**src/rtl/conversor_bin_bcd.sv**
```systemverilog
`default_nettype none
// ============================================================================
// Module   : conversor_bin_bcd
// Purpose  : Sequential binary-to-BCD converter using shift-and-add-3
//            (double dabble), one shift per clock, start/done handshake.
//            Takes the N_BITS-wide product from the multiplier stage and
//            produces three registered BCD digits for the display stage.
// Ports    : clk       - system clock, rising edge
//            reset     - asynchronous, active-high reset
//            start     - conversion request, sampled only in IDLE
//            bin       - unsigned binary operand [N_BITS-1:0]
//            centenas  - hundreds digit (registered)
//            dezenas   - tens digit (registered)
//            unidades  - units digit (registered)
//            busy      - high while a conversion is in flight
//            done      - one-cycle pulse when new digits are valid
// Params   : N_BITS    - operand width, 4..8
// Macro    : SUPRESSAO_ZEROS_EN - when defined, leading zeros are blanked
//            to 4'hF (segments off) as the output registers are loaded.
// Revision : 1.0 - initial release
// ============================================================================
module conversor_bin_bcd #(
   parameter int N_BITS = 8
) (
   input  logic              clk,
   input  logic              reset,
   input  logic              start,
   input  logic [N_BITS-1:0] bin,
   output logic [3:0]        centenas,
   output logic [3:0]        dezenas,
   output logic [3:0]        unidades,
   output logic              busy,
   output logic              done
);

   typedef enum logic [0:0] {
      IDLE  = 1'b0,
      SHIFT = 1'b1
   } state_t;

   // Shift count of the final iteration; completion happens on this edge.
   localparam logic [3:0] CNT_LAST = 4'(N_BITS - 1);

`ifdef SUPRESSAO_ZEROS_EN
   localparam logic [3:0] RST_CEN = 4'hF;
   localparam logic [3:0] RST_DEZ = 4'hF;
`else
   localparam logic [3:0] RST_CEN = 4'h0;
   localparam logic [3:0] RST_DEZ = 4'h0;
`endif
   localparam logic [3:0] RST_UNI = 4'h0;

   state_t            state_q, state_d;
   logic [N_BITS-1:0] sr_q, sr_d;
   logic [11:0]       bcd_q, bcd_d;
   logic [3:0]        cnt_q, cnt_d;
   logic [3:0]        cen_q, cen_d;
   logic [3:0]        dez_q, dez_d;
   logic [3:0]        uni_q, uni_d;
   logic              done_q, done_d;

   logic [11:0]       bcd_adj;
   logic [11:0]       bcd_shift;
   logic [N_BITS-1:0] sr_shift;

   // Add-3 correction per nibble, applied before the shift so that a
   // nibble >= 5 carries correctly into the next decade after doubling.
   // Nibbles are adjusted independently; no carry crosses nibbles.
   genvar i;
   generate
      for (i = 0; i < 3; i++) begin : g_adj
         assign bcd_adj[4*i +: 4] = (bcd_q[4*i +: 4] >= 4'd5) ?
                                    (bcd_q[4*i +: 4] + 4'd3) :
                                     bcd_q[4*i +: 4];
      end
   endgenerate

   // {bcd, sr} shifted left as one long register: MSB of sr feeds bcd[0].
   assign bcd_shift = (bcd_adj << 1) | {11'b0, sr_q[N_BITS-1]};
   assign sr_shift  = sr_q << 1;

   always_comb begin
      state_d = state_q;
      sr_d    = sr_q;
      bcd_d   = bcd_q;
      cnt_d   = cnt_q;
      cen_d   = cen_q;
      dez_d   = dez_q;
      uni_d   = uni_q;
      done_d  = 1'b0;

      case (state_q)
         IDLE: begin
            if (start) begin
               sr_d    = bin;
               bcd_d   = 12'd0;
               cnt_d   = 4'd0;
               state_d = SHIFT;
            end
         end

         SHIFT: begin
            sr_d  = sr_shift;
            bcd_d = bcd_shift;
            cnt_d = cnt_q + 4'd1;
            if (cnt_q == CNT_LAST) begin
               // Final digits come straight from this cycle's shifted
               // scratch, so they are valid in the same cycle as done.
`ifdef SUPRESSAO_ZEROS_EN
               cen_d = (bcd_shift[11:8] == 4'd0) ? 4'hF : bcd_shift[11:8];
               dez_d = (bcd_shift[11:4] == 8'd0) ? 4'hF : bcd_shift[7:4];
`else
               cen_d = bcd_shift[11:8];
               dez_d = bcd_shift[7:4];
`endif
               uni_d   = bcd_shift[3:0];
               done_d  = 1'b1;
               state_d = IDLE;
            end
         end

         default: begin
            state_d = IDLE;
         end
      endcase
   end

   always_ff @(posedge clk or posedge reset) begin
      if (reset) begin
         state_q <= IDLE;
         sr_q    <= '0;
         bcd_q   <= 12'd0;
         cnt_q   <= 4'd0;
         cen_q   <= RST_CEN;
         dez_q   <= RST_DEZ;
         uni_q   <= RST_UNI;
         done_q  <= 1'b0;
      end else begin
         state_q <= state_d;
         sr_q    <= sr_d;
         bcd_q   <= bcd_d;
         cnt_q   <= cnt_d;
         cen_q   <= cen_d;
         dez_q   <= dez_d;
         uni_q   <= uni_d;
         done_q  <= done_d;
      end
   end

   assign centenas = cen_q;
   assign dezenas  = dez_q;
   assign unidades = uni_q;
   assign done     = done_q;
   assign busy     = (state_q == SHIFT);

endmodule
`default_nettype wire
```
**config.mk**
```make
export PLATFORM = sky130hd
export DESIGN_NAME = conversor_bin_bcd
export DESIGN_NICKNAME = d
export VERILOG_FILES = /design/src/rtl/conversor_bin_bcd.sv
export SDC_FILE = /design/constraint.sdc
export NUM_CORES = 1
export LEC_CHECK = 0
export ABC_AREA = 1
export CAP_MARGIN = 30
export CORE_MARGIN = 1
export CORE_UTILIZATION = 55
export CTS_BUF_LIST = sky130_fd_sc_hd__clkbuf_4 sky130_fd_sc_hd__clkbuf_8
export CTS_CLUSTER_DIAMETER = 50
export CTS_CLUSTER_SIZE = 12
export DETAILED_ROUTE_END_ITERATION = 8
export PLACE_DENSITY = 0.88
export SYNTH_ARGS = -nofsm -noshare
export SYNTH_HDL_FRONTEND = slang
export SYNTH_SLANG_ARGS = --single-unit
```
**constraint.sdc**
```tcl
create_clock -name clk -period 1.9 [get_ports clk]
set_input_delay 0.19 -clock clk [delete_from_list [all_inputs] [get_ports clk]]
set_output_delay 0.19 -clock clk [all_outputs]
set_load 0.03 [all_outputs]
```
==> flow_metrics.py, run 1 <==
metrics = {
    "global_routing": {
        "grt_pass1_wl_um": 5980,
        "grt_overflow": 0,
        "antenna_found_initial": 0,
        "grt_max_degree": 39,
        "grtUsageTotal": 0.235,
        "grt_pass1_vias": 1426,
    },
    "worst_setup_path": {
        "crit_family": "buffers and inverters",
        "cp_max_fo": 6,
        "path_class": "register to output port",
        "critPathMaxStageDelay_ns": 0.71,
        "crit_buf_inv": 1,
        "crit_chain": "clkdlybuf4s50_1",
        "critPathSlowestCell": "clkdlybuf4s50_1",
        "worstPathRequired_ns": 1.71,
        "end_kind": "output port",
        "critPathLaunchType": "register",
        "crit_arrival_ns": 1.51,
    },
    "synthesis": {
        "synth_flop_cell": "dfrtp_1",
        "netlist.area_leader.share": 0.536,
        "syn_area_mm2": 0.00177,
        "synthTopCellsByCount": "nand2_1 (83), dfrtp_1 (38), nand3_1 (29), inv_1 (17), o21ai_0 (10)",
        "yosysMostFrequentCell": "nand2_1",
        "synth-edff-count": 0,
        "seq_area_frac_synth": 0.536,
        "synth.distinct_cells": 17,
        "ys_async_sr_fraction": 1.00,
        "syn_area_per_cell_um2": 8.44,
        "ys_ff_latch": 38,
        "yosysTopAreaCell": "dfrtp_1",
        "ys_warn_count": 0,
        "syn_nets": 228,
        "synth_area_leaders": "dfrtp_1 (54%), nand2_1 (18%), nand3_1 (8.2%), ha_1 (4.9%), inv_1 (3.6%)",
        "synth_cells": 210,
    },
    "layout": {
        "antenna_cells": 0,
        "final_area_mm2": 0.00214,
        "fill_cells": 278,
        "multi_input_area_um2": 722,
        "final_layout_size_suffix_gt1_frac": 0.0702,
        "seq_area_um2": 951,
        "fin_nets": 259,
        "syn2layout_area_growth_pct": 20.5,
    },
    "routing": {
        "vias": 1508,
        "drc": 0,
        "wire_per_inst_um": 12.0,
        "drt-vias-per-instance": 5.27,
        "dr.first_iter.drc_count": 57,
        "drt-pass1-iter-count": 4,
        "routed_wl_um": 3430,
        "ant_nets": 0,
    },
    "cts": {
        "tritoncts": "built",
        "cts_num_sinks": 38,
        "ctsLongestPathBuffers": 2,
        "path_clk_slew_ns": 0.12,
        "ctsHoldBuffers": 0,
        "postCtsSetupBuffers": 0,
        "postCtsResizedCells": 0,
        "cts-htree-levels": 2,
        "cts-buffers-inserted": 5,
        "root_buffer": "clkbuf_4",
        "clock_latency_ns": 0.35,
    },
    "power": {
        "p_switching_mw": 1.59,
        "power_density_mw_per_mm2": 1690,
        "power_frac_seq": 0.390,
        "leakagePower_nw": 1.08,
        "p_comb_frac": 0.487,
        "intPower_mw": 2.02,
        "p_clk_frac": 0.123,
        "power_switching_share": 0.441,
        "ir_drop_v": 0.00112,
    },
    "timing": {
        "setup_slack_ns": 0.205,
        "period_minus_slack_ns": 1.70,
        "fin_skew_ns": 0.0104,
        "slew_viol_final": 0,
        "setup_tns_ns": 0,
        "finalHoldViolCount": 0,
        "post-route-period-util": 0.892,
        "tightest_slew_ns": 0.468,
        "rsz0062_at_grt": "false",
        "setup_viol": 0,
        "relSlewSlack": 0.688,
        "whs_ns": 0.234,
        "fmax_ghz": 0.590,
    },
    "floorplanning": {
        "die_y_um": 58.8,
        "fp.dieW_um": 58.8,
        "core_area_mm2": 0.00305,
        "rows": 20,
        "ios": 25,
        "die_area_mm2": 0.00345,
        "initial_utilization": 0.581,
    },
    "run_status": {
        "outcome": "complete, no violations",
    },
    "place": {
        "portBuffers": 24,
        "dpl_cell_area_mm2": 0.00207,
        "gp_congestion": 0.858,
        "pre_cts_ws_ns": 0.522,
        "hpwl_um": 2470,
    },
    "min_path": {
        "hold_path_class": "input port to async pin",
    },
    "flow_run": {
        "drv_cap": 0,
    },
}
-- final timing paths --
| path | cells after the start | slack [ns] | start | to |
|---|---|---|---|---|
| worst min-delay path | 3 | 0.23 | reset | cnt_q[0] |
| worst max-delay path | 1 | 0.20 | busy | busy |
| worst max register to register | 8 | 0.48 | bcd_q[4] | bcd_q[6] |
| max in group asynchronous | 3 | 1.34 | reset | centenas[3] |
| min in group clk | 3 | 0.40 | bin[3] | sr_q[3] |
| worst min register to register | 2 | 0.49 | dezenas[1] | dezenas[1] |
-- power groups by stage --
stage / Clock (mW) / Combinational, mW / Sequential [mW]
detailed placement: 0 / 1.76 / 1.42
finish: 0.444 / 1.76 / 1.41
global placement: 0 / 1.69 / 1.40
global route: 0.493 / 1.99 / 1.46
CTS: 0.457 / 1.77 / 1.41
floorplan: 0 / 1.01 / 1.62
-- registers in the layout, summed over array words and instances, names as in the netlist --
| signal | count |
|---|---|
| bcd_q | 12 |
| done | 1 |
| centenas | 4 |
| busy | 1 |
| sr_q | 8 |
| unidades | 4 |
| cnt_q | 4 |
| dezenas | 4 |
-- cell families after synthesis --
family	after synthesis	synth area share
simple gates	124	0.296
compound gates	18	0.0621
fa+ha+maj	7	0.0494
flops	38	0.536
buf+inv	23	0.0565
-- per-layer routing --
layer,GRT usage,part of all wire,up-vias,wire [um]
met3,0.0484,0.042,7,143
met1,0.294,0.46,712,1560
met2,0.396,0.49,40,1670
li1,-,-,749,-
met4,0.0986,0.016,0,55
met5,0,0,-,0
-- cell type report --
class | instances | area share
Clock buffer | 6 | 0.0240
Clock inverter | 2 | 0.00585
Inverter | 18 | 0.0316
Multi-Input combinational cell | 149 | 0.338
Sequential cell | 38 | 0.445
Tap cell | 44 | 0.0258
Timing Repair Buffer | 29 | 0.130
-- layout by cell type (no fill, tap or decap) --
cell	Yosys	routed
ha_1	7	7
buf_4	3	5
clkinv_2	0	1
inv_1	17	17
clkbuf_4	0	5
o211ai_1	1	1
a21boi_0	1	1
nand2_1	83	83
clkbuf_8	0	1
clkdlybuf4s50_1	0	24
o21ai_0	10	10
dfrtp_1	38	38
o21ai_2	1	1
o22ai_1	3	3
clkinvlp_4	0	1
nor2_2	2	2
nor2_1	3	3
a22o_1	2	2
nand3_1	29	29
nand4_1	7	7
inv_2	1	1
-- stage by stage --
step	cells	total power, mW	utilization
final	286	3.61	0.700
after global routing	286	3.94	0.700
after CTS	286	3.63	0.700
after detailed placement	278	3.18	0.679
after global placement	278	3.09	0.679
after floorplan	210	2.63	-
(Power assumes the default switching activity.)
==> run 2, diff against run 1 <==
CAP_MARGIN = 20   (was 30)
==> results of run 2 <==
Same layout as run 1: the final DEF is identical, and so are final timing and power.
==> run 3, diff against run 2 <==
CAP_MARGIN = 25   (was 20)
CORE_UTILIZATION = 53   (was 55)
PLACE_DENSITY = 0.86   (was 0.88)
==> run 3 against run 2 <==
Hold slack worse by 0.0061 ns. Clock skew down 0.0027 ns. Wire length down 0.18%. Critical path type unchanged. Utilization down 1.1 points. Largest cell class unchanged. Highest routed layer unchanged.
==> flow_metrics.py, run 3 (synthesized netlist as in run 1, its figures left out) <==
metrics = {
    "cts": {
        "cts_num_sinks": 38,
        "ctsHoldBuffers": 0,
        "path_clk_slew_ns": 0.11,
        "root_buffer": "clkbuf_4",
        "postCtsResizedCells": 0,
        "ctsLongestPathBuffers": 2,
        "clock_latency_ns": 0.35,
        "cts-buffers-inserted": 5,
        "postCtsSetupBuffers": 0,
        "tritoncts": "built",
        "cts-htree-levels": 2,
    },
    "routing": {
        "drc": 0,
        "dr.first_iter.drc_count": 59,
        "vias": 1459,
        "drt-vias-per-instance": 5.10,
        "wire_per_inst_um": 12.0,
        "ant_nets": 0,
        "routed_wl_um": 3420,
        "drt-pass1-iter-count": 4,
    },
    "floorplanning": {
        "die_y_um": 59.8,
        "die_area_mm2": 0.00358,
        "core_area_mm2": 0.00310,
        "initial_utilization": 0.571,
        "ios": 25,
        "fp.dieW_um": 59.8,
        "rows": 20,
    },
    "flow_run": {
        "drv_cap": 0,
    },
    "timing": {
        "slew_viol_final": 0,
        "setup_tns_ns": 0,
        "post-route-period-util": 0.939,
        "fin_skew_ns": 0.00774,
        "tightest_slew_ns": 0.472,
        "setup_viol": 0,
        "finalHoldViolCount": 0,
        "whs_ns": 0.228,
        "period_minus_slack_ns": 1.78,
        "relSlewSlack": 0.685,
        "fmax_ghz": 0.561,
        "rsz0062_at_grt": "false",
    },
    "worst_setup_path": {
        "reg2reg_slack_ns": 0.48,
        "critPathSlowestCell": "clkdlybuf4s50_1",
        "worstPathRequired_ns": 1.71,
        "path_class": "register to output port",
        "worstReg2RegEnd": "unidades[3]",
        "crit_arrival_ns": 1.59,
        "r2r_cells": 6,
        "critPathMaxStageDelay_ns": 0.73,
        "crit_family": "buffers and inverters",
        "crit_chain": "clkdlybuf4s50_1",
        "end_kind": "output port",
        "crit_buf_inv": 1,
        "reg2reg_from": "busy",
        "critPathLaunchType": "register",
        "cp_max_fo": 9,
    },
    "global_routing": {
        "grt_pass1_vias": 1387,
        "grtUsageTotal": 0.236,
        "antenna_found_initial": 0,
        "grt_max_degree": 39,
        "grt_overflow": 0,
        "grt_pass1_wl_um": 6110,
    },
    "power": {
        "power_density_mw_per_mm2": 1690,
        "leakagePower_nw": 1.07,
        "ir_drop_v": 0.00101,
    },
    "layout": {
        "top_regs": "bcd_q x12, sr_q x8",
        "syn2layout_area_growth_pct": 20.5,
        "final_common_cell": "nand2_1",
        "seq_area_um2": 951,
        "multi_input_area_um2": 722,
        "largest_register_ffs": 12,
        "finish.utilization": 0.689,
        "fill_cells": 270,
        "regMostFlops": "bcd_q",
        "final_layout_size_suffix_gt1_frac": 0.0702,
        "antenna_cells": 0,
        "fin_nets": 259,
        "layout_common_cells": "nand2_1 (83), dfrtp_1 (38), nand3_1 (29)",
    },
    "place": {
        "portBuffers": 24,
        "gp_congestion": 0.845,
        "hpwl_um": 2460,
    },
    "run_status": {
        "outcome": "complete, no violations",
    },
    "min_path": {
        "hold_path_class": "input port to async pin",
    },
}
==> run 3: worst max-delay path by stage <==
stage,startpoint,end,slack (ns),depth (start not counted)
floorplan,busy,dezenas[0],0.61,6
global placement,busy,busy,0.53,1
detailed placement,start,sr_q[7],0.48,4
CTS,busy,busy,0.11,1
global route,busy,busy,0.06,1
finish,busy,busy,0.12,1
==> run 3: cell type report <==
class / instances / share of cell area
well taps: 44 / 0.0258
inverters: 18 / 0.0316
repair buffers: 29 / 0.130
flip-flops and latches: 38 / 0.445
clock inverters: 2 / 0.00585
clock buffers: 6 / 0.0240
multi-input cells: 149 / 0.338
==> run 3: power by group <==
| part | internal, mW | switching, mW |
|---|---|---|
| registers | 1.17 | 0.251 |
| logic | 0.677 | 1.08 |
| clock network | 0.178 | 0.266 |
==> run 3: metrics by stage <==
step	setup slack (ns)	power, mW	std cells	cell area (um^2)
finish	0.117	3.62	286	2140
global route	0.0598	3.96	286	2140
CTS	0.112	3.64	286	2140
detailed placement	0.476	3.19	278	2070
global placement	0.525	3.10	278	2070
floorplan	0.614	2.63	210	1770
==> run 3: worst min-delay path: cells and delay by family <==
kind     cells  cell delay [ns]
buf+inv      3             0.84
==> run 3: per-layer routing <==
layer	vias up	part of all wire	global-route usage	routed length, um
met5	-	0	0	0
met4	0	0.013	0.0930	44
met3	5	0.052	0.0714	177
met2	46	0.46	0.367	1580
met1	664	0.47	0.310	1620
li1	744	-	-	-
